`src/rtl/core_seq.sv`:
```
// core_seq: multi-cycle FETCH/DECODE/EXEC/WB sequencer with timeout/illegal halt and perf counters.
// Optional CORE_SEQ_STEP_EN adds step_i single-step control (one instruction per IDLE visit).
module core_seq #(
   parameter int CNT_W     = 32,
   parameter int TO_CYCLES = 16
) (
   input  logic             clk,
   input  logic             rst_i,
   input  logic             system_active,
   input  logic             mem_ready,
   input  logic             error_i,
`ifdef CORE_SEQ_STEP_EN
   input  logic             step_i,
`endif
   output logic             fetch_req,
   output logic             ir_load,
   output logic             rf_we_en,
   output logic             pc_en,
   output logic             halted,
   output logic [1:0]       halt_cause,
   output logic [2:0]       state,
   output logic [CNT_W-1:0] cycles,
   output logic [CNT_W-1:0] instret
);
   localparam int TW = $clog2(TO_CYCLES) + 1;
   typedef enum logic [2:0] {IDLE = 3'd0, FETCH = 3'd1, DECODE = 3'd2, EXEC = 3'd3, WB = 3'd4, HALT = 3'd5} st_t;
   st_t st;
   logic [TW-1:0] to_cnt;
   logic go;
   st_t wb_next;
`ifdef CORE_SEQ_STEP_EN
   assign go      = system_active && step_i;
   assign wb_next = IDLE;
`else
   assign go      = system_active;
   assign wb_next = system_active ? FETCH : IDLE;
`endif
   always_ff @(posedge clk) begin
      if (rst_i) begin
         st         <= IDLE;
         halt_cause <= 2'd0;
         cycles     <= '0;
         instret    <= '0;
         to_cnt     <= '0;
      end else begin
         if (st != IDLE && st != HALT) cycles <= cycles + CNT_W'(1);
         case (st)
            IDLE:   if (go) st <= FETCH;
            FETCH: begin
               if (mem_ready) begin
                  st     <= DECODE;
                  to_cnt <= '0;
               end else if (to_cnt == TW'(TO_CYCLES - 1)) begin
                  st         <= HALT;
                  halt_cause <= 2'd2;
               end else begin
                  to_cnt <= to_cnt + TW'(1);
               end
            end
            DECODE: begin
               st         <= error_i ? HALT : EXEC;
               halt_cause <= error_i ? 2'd1 : halt_cause;
            end
            EXEC:   st <= WB;
            WB: begin
               st      <= wb_next;
               instret <= instret + CNT_W'(1);
            end
            default: ;
         endcase
      end
   end
   assign state     = st;
   assign fetch_req = st == FETCH;
   assign ir_load   = st == FETCH && mem_ready;
   assign pc_en     = st == WB;
   assign rf_we_en  = st == WB;
   assign halted    = st == HALT;
endmodule
```
`config.mk`:
```
export PLATFORM = sky130hd
export DESIGN_NAME = core_seq
export DESIGN_NICKNAME = d
export VERILOG_FILES = /design/src/rtl/core_seq.sv
export SDC_FILE = /design/constraint.sdc
export NUM_CORES = 1
export LEC_CHECK = 0
export CORE_ASPECT_RATIO = 0.7
export CORE_MARGIN = 2
export CORE_UTILIZATION = 40
export DETAILED_ROUTE_END_ITERATION = 16
export PLACE_DENSITY = 0.66
export SYNTH_ARGS = -nofsm -noshare
export SYNTH_HDL_FRONTEND = slang
export SYNTH_SLANG_ARGS = --single-unit
```
`constraint.sdc`:
```
create_clock -name clk -period 4.6 [get_ports clk]
set_input_delay 1.15 -clock clk [delete_from_list [all_inputs] [get_ports clk]]
set_output_delay 1.15 -clock clk [all_outputs]
set_load 0.005 [all_outputs]
```
==> summary.log <==
[drt] routed length per instance 14.2 um
[drt] via count normalized by instance count 5.61
[placement] Post-Place Worst Slack 976 ps
[critical_path] Worst Setup End Kind primary output
[critical_path] standard cell with the maximum stage delay on the critical path sky130_fd_sc_hd__clkdlybuf4s50_1
[clocking] buffer depth of the longest clock path 2
[synth] Post-Synthesis Net Count 442
[power_and_ir_drop] power density relative to cell area 294 nW/um2
[synth] number of standard cells after synthesis 433
[die] Site Rows 29
[global_routing] global routing usage summed across all routing layers 18.1%
[die] die height 84.0 um
[finish] area of all sequential standard cells 1480 um2
[critical_path] kind of cell with the highest combined delay on the critical path buffers and inverters
[critical_path] slowest cell delay on critical path 640 ps
[worst_hold_path] start point of the worst min-delay path halt_cause[1]$_SDFFE_PP0P_
[die] floorplan die area 9930 um2
[critical_path] Crit path buffers/inverters 2
[critical_path] setup slack, reg-to-reg 1840 ps
[die] starting density of the core 40.8%
[clocking] clock-pin slew on the worst setup and hold paths 50 ps
[finish] number of nets in the final layout 507
[critical_path] crit path max fanout 10
[critical_path] type of the worst setup path primary input to primary output
[finish] layout cell share with drive strength beyond 1 5.17%
[critical_path] ordered cell list for the critical path clkdlybuf4s50_1, and2_1, clkdlybuf4s50_1
[clocking] # Post-CTS Setup Buffers 0
[critical_path] worst setup path startpoint mem_ready
[synth] warnings from Yosys 0
[sta] unrepaired setup endpoints after global routing false
[finish] final standard cell area without fillers 4780 um2
[clocking] clk root buf sky130_fd_sc_hd__clkbuf_16
[clocking] TritonCTS clock tree built
[drt] number of DRC violations after detailed routing 0
[sta] final count of negative-setup-slack endpoints 0
[finish] commonest non-fill, non-tap cell in the layout sky130_fd_sc_hd__clkdlybuf4s50_1
[synth] distinct cell type count of the synthesized netlist 44
[drt] First-pass DRT Iterations 4
[global_routing] first-pass GRT wire length 14900 um
[sta] fin. max-slew vios 0
[die] Core Footprint 8960 um2
[flow_run] number of max-cap violations 0
[drt] detailed router's first-iteration violation count 213
[worst_hold_path] Tightest Hold Check Type flop to flop
[synth] synth top area cells sky130_fd_sc_hd__dfxtp_1 (41%), sky130_fd_sc_hd__a21oi_1 (6.8%), sky130_fd_sc_hd__or4_1 (5.1%), sky130_fd_sc_hd__o31ai_1 (4.9%), sky130_fd_sc_hd__o21ai_0 (3.7%)
[die] width of the die 118 um
[synth] mean instance size in the synthesized netlist 8.44 um2
[synth] Mapped Area 3650 um2
[synth] area fraction of the dominant cell type after synthesis 40.5%
[power_and_ir_drop] total chip power 1.40 mW
[clocking] number of buffers inserted during clock tree synthesis 9
[global_routing] largest net degree at the start of global routing 31
[global_routing] vias in the first global route 3169
[sta] Fin Setup TNS 0 ps
[sta] Slew headroom 18.6%
[critical_path] crit path launch type primary input
[finish] most frequent cells in the layout sky130_fd_sc_hd__clkdlybuf4s50_1 (77), sky130_fd_sc_hd__dfxtp_1 (74), sky130_fd_sc_hd__a21oi_1 (50)
[power_and_ir_drop] Static Leakage 1.49 nW
[clocking] maximum level of the CTS H-tree 3
[synth] FF+latch count, synth 74
[drt] detailed-route via count 3519
[clocking] clk_lat worst skew 330 ps
[sta] Layout Skew 6.05 ps
[power_and_ir_drop] Worst VDD drop 0.224 mV
[synth] most instantiated flip-flop cell in the synthesis netlist sky130_fd_sc_hd__dfxtp_1
[drt] number of nets still failing antenna checks after routing 0
[synth] share of flip-flops with an asynchronous set or reset after synthesis 0%
[finish] Layout area overhead 30.8%
[sta] final-report hold violation count 0
[sta] time the final worst path needs with I/O delays and setup 3640 ps
[sta] final setup slack of the worst path 961 ps
[sta] Max Fclk 275 MHz
[finish] final standard cell utilization of the core 53.3%
[synth] share of synthesized area occupied by flip-flops and latches 40.5%
[finish] area used by multi-input combinational logic 2000 um2
[outcome] outcome completed
[finish] number of fill cells in the layout 841
[clocking] Hold Buf Count CTS 0
[drt] Total Wirelength 8930 um
[clocking] post-cts resize count 0
[synth] number of enable-type register cells in the synthesized netlist 0
[placement] number of port buffers 78
[synth] cell type contributing the most total cell area after synthesis sky130_fd_sc_hd__dfxtp_1
[critical_path] data arrival time of the critical path 2490 ps
[critical_path] Worst Path Required 3450 ps
[global_routing] GRT overflow 0
[placement] Placed Area 4480 um2
[finish] diode count 0
[global_routing] initial antenna violation count 0
[clocking] sinks on the clock net 74
[critical_path] startpoint of the worst register-to-register path state[0]$_SDFFE_PP0P_
[placement] post-DP HPWL 6210 um
[die] Boundary Pins 79
[placement] global placement routability congestion 0.829
[sta] crit share post-route 79.1%
[critical_path] most repeated library cell on the critical path sky130_fd_sc_hd__clkdlybuf4s50_1
[sta] transition at the pin with the smallest max-transition slack 1210 ps
registers in the layout (all words and copies together) (netlist names):
signal,count
state,3
instret,32
to_cnt,5
halt_cause,2
cycles,32
where the power goes:
group | internal [mW] | switching, mW
clock | 0.433 | 0.258
combinational | 0.0259 | 0.0302
sequential | 0.646 | 0.0112
logic make-up (layout without fill, tap and decap cells):
kind of cell	after synthesis	after routing	synth area share [%]
muxes	8	8	2.36
DFF	74	74	40.5
xor gates and xnor gates	16	16	3.83
and+or+nand+nor	177	177	29.1
adders and majority gates	4	4	1.37
buffers and inverters	40	110	4.62
AOI/OAI and AO/OA	114	114	18.2
cell usage after synthesis (2+ instances only):
| cell type | number |
|---|---|
| sky130_fd_sc_hd__nor2_1 | 32 |
| sky130_fd_sc_hd__nand3b_1 | 2 |
| sky130_fd_sc_hd__nor4_1 | 3 |
| sky130_fd_sc_hd__nand3_1 | 13 |
| sky130_fd_sc_hd__dfxtp_1 | 74 |
| sky130_fd_sc_hd__and4_1 | 11 |
| sky130_fd_sc_hd__a21oi_1 | 50 |
| sky130_fd_sc_hd__xnor2_1 | 6 |
| sky130_fd_sc_hd__o31ai_1 | 24 |
| sky130_fd_sc_hd__nor2b_1 | 4 |
| sky130_fd_sc_hd__nand2_1 | 23 |
| sky130_fd_sc_hd__mux2i_1 | 3 |
| sky130_fd_sc_hd__xor2_1 | 10 |
| sky130_fd_sc_hd__o21ai_0 | 27 |
| sky130_fd_sc_hd__a211oi_1 | 2 |
| sky130_fd_sc_hd__buf_1 | 2 |
| sky130_fd_sc_hd__nand4_1 | 14 |
| sky130_fd_sc_hd__clkbuf_1 | 21 |
| sky130_fd_sc_hd__or4_1 | 25 |
| sky130_fd_sc_hd__buf_6 | 2 |
| sky130_fd_sc_hd__or3_1 | 19 |
| sky130_fd_sc_hd__o2111ai_1 | 3 |
| sky130_fd_sc_hd__and3_1 | 9 |
| sky130_fd_sc_hd__inv_1 | 14 |
| sky130_fd_sc_hd__o211ai_1 | 4 |
| sky130_fd_sc_hd__mux2_2 | 5 |
| sky130_fd_sc_hd__ha_1 | 4 |
| sky130_fd_sc_hd__and2_1 | 6 |
| sky130_fd_sc_hd__nor4b_1 | 2 |
| sky130_fd_sc_hd__nor3_1 | 5 |
worst paths after layout:
| path | to | cells after the start |
|---|---|---|
| max | ir_load | 3 |
| min | halt_cause[1]$_SDFFE_PP0P_ | 2 |
| max reg2reg | cycles[31]$_SDFFE_PP0P_ | 4 |
| min reg2reg | halt_cause[1]$_SDFFE_PP0P_ | 2 |
worst reg2reg max path, cell delays in order (launching register included):
cell and delay [ps]:
sky130_fd_sc_hd__dfxtp_1 630, sky130_fd_sc_hd__xor2_1 630, sky130_fd_sc_hd__o2111ai_1 610, sky130_fd_sc_hd__or4_1 670
sky130_fd_sc_hd__a21oi_1 150
layout make-up:
type                            instances  area share (%)
Timing Repair Buffer                   80            16.5
Clock buffer                           11            5.08
Clock inverter                          5            1.13
Multi-Input combinational cell        319            41.9
Inverter                               14            1.10
Tap cell                              124            3.25
Sequential cell                        74            31.0
metrics by stage:
step | hold WS (ps) | cells
final | 473 | 627
after detailed placement | 460 | 611
after floorplan | 450 | 433
after global placement | 453 | 611
after CTS | 473 | 627
after global routing | 512 | 627
per-layer routing:
layer,GRT usage [%],wire length (um)
met1,24.0,4410
met2,28.2,4040
met3,4.92,331
met4,6.35,149
met5,0,0
Power figures use the tool's default switching activity.
